### src/rtl/wb_arb_pkg.sv
// Shared types and constants for the two-master Wishbone round-robin arbiter.
package wb_arb_pkg;

    localparam int ADR_W = 30;
    localparam int DAT_W = 32;
    localparam int SEL_W = 4;

    // Read data returned to the owning master when the watchdog aborts a cycle.
    localparam logic [DAT_W-1:0] ABORT_DAT = 32'hFFFF_FFFF;

    typedef enum logic [1:0] {
        IDLE   = 2'd0,
        GNT_M1 = 2'd1,
        GNT_M2 = 2'd2
    } arb_state_t;

    function automatic logic [1:0] grant_of(arb_state_t s);
        case (s)
            GNT_M1:  grant_of = 2'b01;
            GNT_M2:  grant_of = 2'b10;
            default: grant_of = 2'b00;
        endcase
    endfunction

endpackage

### src/rtl/wb_arb_timeout.sv
// Watchdog for a stalled slave: aborts the owner's cycle after TIMEOUT
// consecutive strobed cycles without ack.
module wb_arb_timeout
    import wb_arb_pkg::*;
#(
    parameter int TIMEOUT = 16
) (
    input  logic       sys_clk,
    input  logic       sys_rst,
    input  logic       owner_stb,
    input  logic       s_ack,
    input  logic [1:0] grant,
    output logic       abort
);

    localparam int CNT_W = $clog2(TIMEOUT + 1);

    logic [CNT_W-1:0] cnt;
    logic [CNT_W-1:0] eff_cnt;
    logic [1:0]       grant_q;
    logic             stall;

    // First cycle of a new grant counts from zero, whatever the old owner left.
    assign eff_cnt = (grant != grant_q) ? '0 : cnt;
    assign stall   = owner_stb & ~s_ack;
    assign abort   = stall & (eff_cnt == CNT_W'(TIMEOUT - 1));

    always_ff @(posedge sys_clk or posedge sys_rst) begin
        if (sys_rst) begin
            cnt     <= '0;
            grant_q <= 2'b00;
        end else begin
            grant_q <= grant;
            if (s_ack || abort)
                cnt <= '0;
            else if (stall)
                cnt <= eff_cnt + 1'b1;
            else
                cnt <= eff_cnt;
        end
    end

endmodule

### src/rtl/wb_rr_arbiter.sv
// Two-master round-robin Wishbone arbiter with bus lock while the owner holds cyc.
// Optional stalled-slave watchdog enabled by defining WB_ARB_TIMEOUT_EN.
module wb_rr_arbiter
    import wb_arb_pkg::*;
#(
    parameter int TIMEOUT = 16
) (
    input  logic             sys_clk,
    input  logic             sys_rst,
    input  logic [ADR_W-1:0] m1_wishbone_adr,
    input  logic [DAT_W-1:0] m1_wishbone_dat_w,
    input  logic [SEL_W-1:0] m1_wishbone_sel,
    input  logic             m1_wishbone_we,
    input  logic             m1_wishbone_cyc,
    input  logic             m1_wishbone_stb,
    output logic [DAT_W-1:0] m1_wishbone_dat_r,
    output logic             m1_wishbone_ack,
    input  logic [ADR_W-1:0] m2_wishbone_adr,
    input  logic [DAT_W-1:0] m2_wishbone_dat_w,
    input  logic [SEL_W-1:0] m2_wishbone_sel,
    input  logic             m2_wishbone_we,
    input  logic             m2_wishbone_cyc,
    input  logic             m2_wishbone_stb,
    output logic [DAT_W-1:0] m2_wishbone_dat_r,
    output logic             m2_wishbone_ack,
    output logic [ADR_W-1:0] s_wishbone_adr,
    output logic [DAT_W-1:0] s_wishbone_dat_w,
    output logic [SEL_W-1:0] s_wishbone_sel,
    output logic             s_wishbone_we,
    output logic             s_wishbone_cyc,
    output logic             s_wishbone_stb,
    input  logic [DAT_W-1:0] s_wishbone_dat_r,
    input  logic             s_wishbone_ack,
    output logic [1:0]       grant,
    output logic             timeout
);

    arb_state_t state;
    logic       last_m2;
    logic       own_m1;
    logic       own_m2;
    logic       owner_cyc;
    logic       owner_stb;
    logic       abort;

    always_ff @(posedge sys_clk or posedge sys_rst) begin
        if (sys_rst) begin
            state   <= IDLE;
            last_m2 <= 1'b1;
            grant   <= 2'b00;
        end else begin
            case (state)
                IDLE: begin
                    // On a tie the master not served last wins.
                    if (m1_wishbone_cyc && (!m2_wishbone_cyc || last_m2)) begin
                        state   <= GNT_M1;
                        last_m2 <= 1'b0;
                        grant   <= grant_of(GNT_M1);
                    end else if (m2_wishbone_cyc) begin
                        state   <= GNT_M2;
                        last_m2 <= 1'b1;
                        grant   <= grant_of(GNT_M2);
                    end
                end
                GNT_M1: begin
                    if (!m1_wishbone_cyc) begin
                        if (m2_wishbone_cyc) begin
                            state   <= GNT_M2;
                            last_m2 <= 1'b1;
                            grant   <= grant_of(GNT_M2);
                        end else begin
                            state <= IDLE;
                            grant <= grant_of(IDLE);
                        end
                    end
                end
                GNT_M2: begin
                    if (!m2_wishbone_cyc) begin
                        if (m1_wishbone_cyc) begin
                            state   <= GNT_M1;
                            last_m2 <= 1'b0;
                            grant   <= grant_of(GNT_M1);
                        end else begin
                            state <= IDLE;
                            grant <= grant_of(IDLE);
                        end
                    end
                end
                default: begin
                    state <= IDLE;
                    grant <= grant_of(IDLE);
                end
            endcase
        end
    end

    assign own_m1    = (state == GNT_M1);
    assign own_m2    = (state == GNT_M2);
    assign owner_cyc = (own_m1 & m1_wishbone_cyc) | (own_m2 & m2_wishbone_cyc);
    assign owner_stb = (own_m1 & m1_wishbone_stb) | (own_m2 & m2_wishbone_stb);

`ifdef WB_ARB_TIMEOUT_EN
    wb_arb_timeout #(
        .TIMEOUT (TIMEOUT)
    ) u_timeout (
        .sys_clk   (sys_clk),
        .sys_rst   (sys_rst),
        .owner_stb (owner_stb),
        .s_ack     (s_wishbone_ack),
        .grant     (grant),
        .abort     (abort)
    );
`else
    logic unused_timeout_param;
    assign unused_timeout_param = (TIMEOUT > 0);
    assign abort = 1'b0;
`endif

    assign timeout = abort;

    always_comb begin
        s_wishbone_adr   = own_m2 ? m2_wishbone_adr   : m1_wishbone_adr;
        s_wishbone_dat_w = own_m2 ? m2_wishbone_dat_w : m1_wishbone_dat_w;
        s_wishbone_sel   = own_m2 ? m2_wishbone_sel   : m1_wishbone_sel;
        s_wishbone_we    = own_m2 ? m2_wishbone_we    : m1_wishbone_we;
        s_wishbone_cyc   = owner_cyc & ~abort;
        s_wishbone_stb   = owner_cyc & owner_stb & ~abort;
    end

    // Acks seen while the owner has stb low belong to no request and are dropped.
    always_comb begin
        m1_wishbone_dat_r = abort ? ABORT_DAT : s_wishbone_dat_r;
        m2_wishbone_dat_r = abort ? ABORT_DAT : s_wishbone_dat_r;
        m1_wishbone_ack   = own_m1 & m1_wishbone_stb & (s_wishbone_ack | abort);
        m2_wishbone_ack   = own_m2 & m2_wishbone_stb & (s_wishbone_ack | abort);
    end

endmodule

### config.mk
export PLATFORM = sky130hd
export DESIGN_NAME = wb_rr_arbiter
export DESIGN_NICKNAME = d
export VERILOG_FILES = /design/src/rtl/wb_arb_pkg.sv /design/src/rtl/wb_arb_timeout.sv /design/src/rtl/wb_rr_arbiter.sv
export SDC_FILE = /design/constraint.sdc
export NUM_CORES = 1
export LEC_CHECK = 0
export BUFFER_PORTS_ARGS = -buffer_cell sky130_fd_sc_hd__buf_2
export CORE_AREA = 2 2 121 123
export CTS_CLUSTER_DIAMETER = 100
export DETAILED_ROUTE_END_ITERATION = 10
export DIE_AREA = 0 0 123 125
export PLACE_DENSITY = 0.44
export SYNTH_ARGS = -nofsm -noshare
export SYNTH_HDL_FRONTEND = slang
export SYNTH_HIERARCHICAL = 1
export SYNTH_SLANG_ARGS = --single-unit
### constraint.sdc
create_clock -name sys_clk -period 1.9 [get_ports sys_clk]
set_input_delay 0.095 -clock sys_clk [delete_from_list [all_inputs] [get_ports sys_clk]]
set_output_delay 0.095 -clock sys_clk [all_outputs]
set_load 0.01 [all_outputs]
==> results of run 1 <==
## registers in the layout, summed over array words and instances, names as in the netlist
name	count
state	2
last_m2	1
## final cells by class
cell class	instances	share of cell area
Tap cell	184	0.09028
Antenna cell	1	0.0009814
Inverter	3	0.004416
Timing Repair Buffer	219	0.4431
Clock buffer	4	0.03091
Sequential cell	3	0.02993
Multi-Input combinational cell	93	0.4004
## cells in the final DEF (no fill, tap or decap), drive strengths merged, types with 2 or more instances in the layout
master and instances:
nor2 2, ha 5, mux2 67, inv 3, dfrtp 2, a32o 2
and3 2, nand2b 2, nand2 3, buf 218, clkbuf 4, a21o 3
## kinds of logic (layout without fill, tap and decap cells)
logic type,after synthesis,count (layout),synth area share
buf+inv,76,226,0.3397
mux,67,67,0.4775
compound gates,10,10,0.06398
simple gates,10,10,0.03199
fa+ha+maj,5,5,0.03808
flops,3,3,0.04646
other cells,1,2,0.002283
## power by group
| part | internal, mW | total (mW) | switching (mW) |
|---|---|---|---|
| clock network | 0.277 | 0.337 | 0.0601 |
| registers | 0.102 | 0.147 | 0.0448 |
| logic | 1.07 | 2.05 | 0.975 |
## worst max-delay path, cell delays in order, from the launching register on
cell and delay, ps:
dfrtp_1 420, inv_2 120, ha_4 190, buf_6 180
mux2_2 410, buf_2 160
## repair_timing
item                                    4_1_cts  5_1_grt
resized for setup                             1        1
buffers inserted                              1        0
hold buffers                                  1        0
endpoints found under the setup margin       50       39
endpoints found under the hold margin         3        0
## stage by stage
| step | worst slack (ps) | total power, mW | instance area, sq um |
|---|---|---|---|
| after detailed placement | 88.05 | 2.211 | 2447 |
| after global routing | 7.738 | 2.719 | 2550 |
| after global placement | 116.3 | 2.187 | 2447 |
| after floorplan | 376.4 | 1.551 | 1643 |
| after CTS | 2.836 | 2.579 | 2547 |
| final | 91.08 | 2.532 | 2550 |
## how the worst min path moves through the flow
stage                          from                     to  cells past startpoint
3_5_place_dp                sys_rst               state[0]                      2
4_1_cts        s_wishbone_dat_r[14]  m1_wishbone_dat_r[14]                      0
2_1_floorplan               sys_rst               state[0]                      1
5_1_grt        s_wishbone_dat_r[30]  m1_wishbone_dat_r[30]                      0
6_report       s_wishbone_dat_r[24]  m1_wishbone_dat_r[24]                      0
3_3_place_gp                sys_rst               state[1]                      2
## layer usage
layer / vias to the layer above / GRT usage / part of all wire
met5: - / 0 / 0.0015
met4: 2 / 0.01337 / 0.0070
met3: 10 / 0.02372 / 0.13
met2: 135 / 0.1430 / 0.43
met1: 845 / 0.1238 / 0.43
li1: 830 / - / -
==> impl_metrics.toml, run 1 <==
[setup_path]
worstReg2RegStart = "state[1]"
crit_start = "state[0]"
critical_path_required_ps = 1800
reg2reg_depth = 5
crit_path_end = "s_wishbone_dat_w[13]"
r2r_setup_slack_ps = 270
path_max_fanout = 12
worst_setup_path_start_kind = "flip-flop"
arrival_ps = 1710
rr_endpoint = "state[1]"
cp-end-kind = "output pin"
setup.worst_path.class = "flip-flop to output pin"

[timing]
period_share = 0.9521
slew_violations = 0
setup_tns_ps = 0
fmax_ghz = 0.5528
fin_crit_ps = 1809
setup_viol = 0
skew_ps = 0.6569
rsz0062_at_grt = "false"
hold_viol = 0
hold_ws_ps = 190.0

[placement]
hpwl_um = 7075
io_buffers = 213
place.gp.congestion = 0.8525
dp_cells = 500

[cells_and_area]
areaGrowthSynthToFinish_pct = 55.22
finish.utilization = 0.1795
fin_cells = 507
drive_gt1_frac = 0.9161
ff_latch_area_sq_um = 76.32
multi_input_area_sq_um = 1021
nFillCells = 1609
nNetsFinal = 501

[die]
die_w_um = 123
fp.dieH_um = 125
boundaryPins = 311
rows = 44
initial_utilization = 0.1157
die-area_sq_um = 15380
core-area_sq_um = 14200

[cts]
clock_latency_ps = 220
path_clk_slew_ps = 30
tritoncts = "yes"
ctsLongestPathBuffers = 2
clk_root_buffer_cell = "clkbuf_16"
htree_num_levels = 1
cts_inserted_buffers = 3
cts_sinks = 3

[synthesis]
synth_commonest_cells = "buf_4, mux2_2, mux2_4, buf_2, ha_1"
synth-edff-count = 0
syn_avg_cell_area_sq_um = 9.551
synth_top_area_frac = 0.4044
synth-main-ff-cell = "dfrtp_1"
synth-seq-area-share = 0.04646
synth.distinct_cells = 22
syn_inst = 172
synth_area_sq_um = 1643
synth_most_common_cell = "buf_4"
ys_async_sr_fraction = 1.000
synth.net_count = 350
synth_top_cell_by_area = "mux2_2"
ys_warn_count = 6
synth_seq_cells = 3
synth_area_leaders = "mux2_2, buf_4, mux2_4"

[detailed_routing]
drc = 0
drtIter0Drc = 35
routed_wl_um = 7864
dr_total_vias = 1822
final_antenna_net_count = 0
drt-pass1-iter-count = 4
via_per_inst = 3.594
post_drt_wl_per_cell_um = 15.51

[global_routing]
antenna_found_initial = 4
grt_pass1_wl_um = 10380
grt_max_degree = 33
track_usage = 0.08986
grt_pass1_vias = 1901
grt_overflow = 0

[hold_path]
hold_class = "primary input to output pin"

[flow_run]
maxCapViolCount = 0

[pwr]
peakVddDrop_mv = 0.2244
p_leak_nw = 1.360
powerDensity_nw_per_um2 = 993.1

[outcome]
status = "finished, final reports clean"
No activity file was read; power rests on OpenSTA's default activity.
==> inputs of run 2 (changes only) <==
--- a/config.mk
+++ b/config.mk
@@ -12,4 +12,5 @@
 export DIE_AREA = 0 0 123 125
 export PLACE_DENSITY = 0.44
+export SKIP_CTS_REPAIR_TIMING = 1
 export SYNTH_ARGS = -nofsm -noshare
 export SYNTH_HDL_FRONTEND = slang
==> constraint.sdc (replaced) <==
create_clock -name sys_clk -period 1.9 [get_ports sys_clk]
set_input_delay 0.38 -clock sys_clk [delete_from_list [all_inputs] [get_ports sys_clk]]
set_output_delay 0.38 -clock sys_clk [all_outputs]
set_load 0.01 [all_outputs]
==> impl_metrics.toml, run 2 (synthesis gave the netlist of run 1 again) <==
[die]
die_w_um = 123
die-area_sq_um = 15380
boundaryPins = 311
rows = 44
fp.dieH_um = 125
initial_utilization = 0.1157
core-area_sq_um = 14200

[cells_and_area]
top_regs = "state x2, last_m2 x1"
drive_gt1_frac = 0.9367
nNetsFinal = 511
nFillCells = 1567
top_register = "state"
final_common_cell = "buf_2"
fin_cells = 517
areaGrowthSynthToFinish_pct = 96.65
layout_common_cells = "buf_2, buf_6, mux2_4"
largest_reg_flops = 2

[setup_path]
max_stage_delay_ps = 450
cp-end-kind = "output pin"
critical_path_buf_inv_count = 3
critical_path_required_ps = 1520
setup.worst_path.class = "flip-flop to output pin"
arrival_ps = 1630
critPathTopFamily = "flip-flops"
path_max_fanout = 7
crit_path_top_delay_cell = "dfrtp_2"
crit_chain = "ha_4 -> buf_12 -> clkbuf_16 -> mux2_4 -> buf_6"
worst_setup_path_start_kind = "flip-flop"

[detailed_routing]
post_drt_wl_per_cell_um = 17.40
drc = 0
dr_total_vias = 1853
via_per_inst = 3.584
drt-pass1-iter-count = 4
routed_wl_um = 8998
drtIter0Drc = 40
final_antenna_net_count = 0

[timing]
rsz0062_at_grt = "true"
period_share = 1.057
skew_ps = 1.650
hold_viol = 0
setup_ws_ps = -107.8
fin_crit_ps = 2008
setup_tns_ps = -4352
fmax_ghz = 0.4981
slew_violations = 0
setup_viol = 55

[pwr]
p_int_mw = 2.238
seq_power_share = 0.040
p_sw_frac = 0.3716
clockPowerShare = 0.093
peakVddDrop_mv = 0.6607
power_mw = 3.561
comb_power_share = 0.867
p_leak_nw = 1.698
p_switching_mw = 1.323
powerDensity_nw_per_um2 = 1102

[placement]
dp_cells = 503
hpwl_um = 7313
place.gp.congestion = 0.7449
io_buffers = 213

[cts]
cts_inserted_buffers = 3
tritoncts = "yes"
path_clk_slew_ps = 30
clock_latency_ps = 220
htree_num_levels = 1
ctsLongestPathBuffers = 2
clk_root_buffer_cell = "clkbuf_16"
cts_sinks = 3

[global_routing]
track_usage = 0.09023
grt_overflow = 0
grt_pass1_vias = 1756
grt_pass1_wl_um = 10210
grt_max_degree = 27
antenna_found_initial = 0

[outcome]
violations = "setup timing"
status = "complete, but fails checks"

[flow_run]
maxCapViolCount = 0

[hold_path]
hold_class = "primary input to async pin"
## run 2: cell types whose count changed in the layout (fill, tap and decap cells not counted), sizes merged
cell,before,now
buf,218,226
clkbuf,4,7
dlygate4sd3,1,0
## run 2: final timing paths
kind                                   endpoint  slack, ps  cells after the start       startpoint
setup / recovery           s_wishbone_dat_w[12]       -110                      5         state[1]
hold / removal                         state[0]         20                      2          sys_rst
setup reg to reg                        last_m2        320                      6         state[1]
hold reg to reg                         last_m2        510                      2          last_m2
max in group asynchronous               last_m2       1670                      2          sys_rst
min in group sys_clk                   state[0]        510                      2  m1_wishbone_cyc
## run 2: power groups by stage
| stage | combinational (mW) | sequential (mW) | clock [mW] |
|---|---|---|---|
| 6_report | 3.09 | 0.143 | 0.330 |
| 5_1_grt | 3.27 | 0.147 | 0.343 |
| 4_1_cts | 2.10 | 0.137 | 0.336 |
| 3_5_place_dp | 2.09 | 0.137 | 0 |
| 3_3_place_gp | 2.07 | 0.137 | 0 |
| 2_1_floorplan | 1.41 | 0.140 | 0 |
## run 2: worst reg2reg max path, stage by stage (launching register included)
cell,delay (ps)
dfrtp_2,450
buf_4,160
ha_4,150
a22o_4,230
buf_4,140
o31ai_2,250
o41ai_2,110
## run 2: final cells by class
cell class / count / area (sq um) / share of cell area
Sequential cell: 3 / 77.57 / 0.02401
Antenna cell: 1 / 2.502 / 0.0007746
Multi-Input combinational cell: 93 / 1200 / 0.3714
Timing Repair Buffer: 229 / 1630 / 0.5046
Tap cell: 184 / 230.2 / 0.07126
Clock buffer: 4 / 78.83 / 0.02440
Inverter: 3 / 11.26 / 0.003486
## run 2: routing by layer
layer  part of all wire  GRT usage  vias up  routed length (um)
met1               0.47     0.1398      853                4234
met4             0.0094    0.01872        0                  85
met5                  0          0        -                   0
li1                   -          -      853                   -
met3               0.10    0.01642       10                 928
met2               0.42     0.1280      137                3750
## run 2: stage by stage
stage | utilization | hold slack (ps) | setup slack [ps] | area [sq um]
finish | 0.2274 | 15.33 | -107.8 | 3231
floorplan | - | 132.9 | 91.37 | 1643
global route | 0.2273 | 33.87 | -144.2 | 3228
detailed placement | 0.1739 | 248.7 | 51.51 | 2470
CTS | 0.1794 | 14.63 | -186.4 | 2549
global placement | 0.1739 | 247.9 | 78.05 | 2470
==> inputs of run 3 (changes only) <==
- BUFFER_PORTS_ARGS: -buffer_cell sky130_fd_sc_hd__buf_2 -> default
- CORE_AREA: 2 2 121 123 -> 2 2 122 124
- DIE_AREA: 0 0 123 125 -> 0 0 124 126
- DONT_BUFFER_PORTS: default -> 1
- PLACE_DENSITY: 0.44 -> 0.3
==> impl_metrics.toml, run 3 (synthesis gave the netlist of run 1 again) <==
[outcome]
status = "finished, final reports clean"

[global_routing]
track_usage = 0.07053
grt_pass1_vias = 1023
grt_pass1_wl_um = 7638
grt_max_degree = 37
grt_overflow = 0
antenna_found_initial = 2

[die]
initial_utilization = 0.1148
core-area_sq_um = 14310
die_w_um = 124
die-area_sq_um = 15620
rows = 44
fp.dieH_um = 126
boundaryPins = 311

[cells_and_area]
drive_gt1_frac = 0.7869
areaGrowthSynthToFinish_pct = 19.19
nNetsFinal = 301
fin_cells = 308
final_common_cell = "mux2_4"
nFillCells = 1623
multi_input_area_sq_um = 1255
ff_latch_area_sq_um = 76.32
layout_common_cells = "mux2_4, clkbuf_16, buf_4"
finish.utilization = 0.1368
top_register = "state"
largest_reg_flops = 2
top_regs = "state x2, last_m2 x1"

[detailed_routing]
drt-pass1-iter-count = 4
routed_wl_um = 7860
drc = 0
via_per_inst = 3.513
drtIter0Drc = 40
dr_total_vias = 1082
post_drt_wl_per_cell_um = 25.52
final_antenna_net_count = 0

[cts]
ctsLongestPathBuffers = 2
htree_num_levels = 1
cts_sinks = 3
path_clk_slew_ps = 30
cts_inserted_buffers = 3
clock_latency_ps = 220
clk_root_buffer_cell = "clkbuf_16"
tritoncts = "yes"

[pwr]
p_sw_frac = 0.4033
clockPowerShare = 0.120
p_int_mw = 1.668
p_leak_nw = 0.8426
seq_power_share = 0.047
powerDensity_nw_per_um2 = 1428
p_switching_mw = 1.128
peakVddDrop_mv = 0.7047
comb_power_share = 0.833

[timing]
slew_violations = 0
hold_viol = 0
fmax_ghz = 0.5277
rsz0062_at_grt = "true"
setup_viol = 0
skew_ps = 1.755
fin_crit_ps = 1895
period_share = 0.9974

[setup_path]
worst_setup_path_start_kind = "flip-flop"
path_max_fanout = 8
arrival_ps = 1520
setup.worst_path.class = "flip-flop to output pin"
cp-end-kind = "output pin"
critical_path_required_ps = 1520

[flow_run]
maxCapViolCount = 0

[hold_path]
hold_class = "primary input to flip-flop"

[placement]
io_buffers = 0
dp_cells = 289
hpwl_um = 5948
place.gp.congestion = 0.7784
==> run 3: cell count changes in the layout (fill, tap and decap cells not counted), moves of 2 or more <==
cell / previous run / this run
mux2_4: 48 / 67
buf_6: 49 / 3
buf_2: 166 / 0
buf_12: 6 / 4
mux2_2: 19 / 0
buf_4: 3 / 5
clkbuf_16: 6 / 8
==> run 3: worst max-delay path, cell delays in order (launching register included) <==
cell and delay, ps:
dfrtp_1 390, inv_2 100, ha_4 160, buf_12 130
clkbuf_16 160, mux2_4 350
==> run 3: final cells by class <==
class | count | share of cell area
clock buffers | 4 | 0.04026
diodes | 2 | 0.002556
well taps | 184 | 0.1176
inverters | 3 | 0.005751
repair buffers | 19 | 0.1540
multi-input cells | 93 | 0.6409
flip-flops and latches | 3 | 0.03898
==> run 3: power by group through the flow <==
stage / sequential, mW / clock (mW) / combinational, mW
CTS: 0.131 / 0.340 / 1.58
detailed placement: 0.131 / 0 / 1.57
global route: 0.137 / 0.348 / 2.48
global placement: 0.132 / 0 / 1.57
floorplan: 0.140 / 0 / 1.41
finish: 0.133 / 0.334 / 2.33
==> run 3: per-layer routing <==
layer  up-vias  wire [um]  GRT usage
met1       509       2802    0.07221
li1        434          -          -
met5         -          0          0
met3         8        884    0.02355
met4         0        203    0.03371
met2       131       3969     0.1270
==> run 3: stage by stage <==
stage	total power [mW]	cell area [sq um]	hold WS (ps)	setup TNS (ps)	setup slack, ps
finish	2.796	1958	330.3	0	4.970
floorplan	1.551	1643	132.9	0	91.37
global route	2.966	1958	328.2	-2162	-54.08
detailed placement	1.703	1409	153.5	0	160.1
global placement	1.699	1409	154.7	0	176.5
CTS	2.048	1488	-81.99	-2170	-76.18
==> run 3: path summary, 6_finish.rpt <==
path	startpoint	end	slack (ps)	depth (start not counted)
worst min-delay path	m2_wishbone_cyc	state[1]	330	1
worst max register to register	state[1]	state[0]	410	5
worst min register to register	last_m2	last_m2	500	2
max in group asynchronous	sys_rst	last_m2	1210	2
worst max-delay path	state[0]	s_wishbone_dat_w[3]	5	5
min in group asynchronous	sys_rst	state[1]	470	2
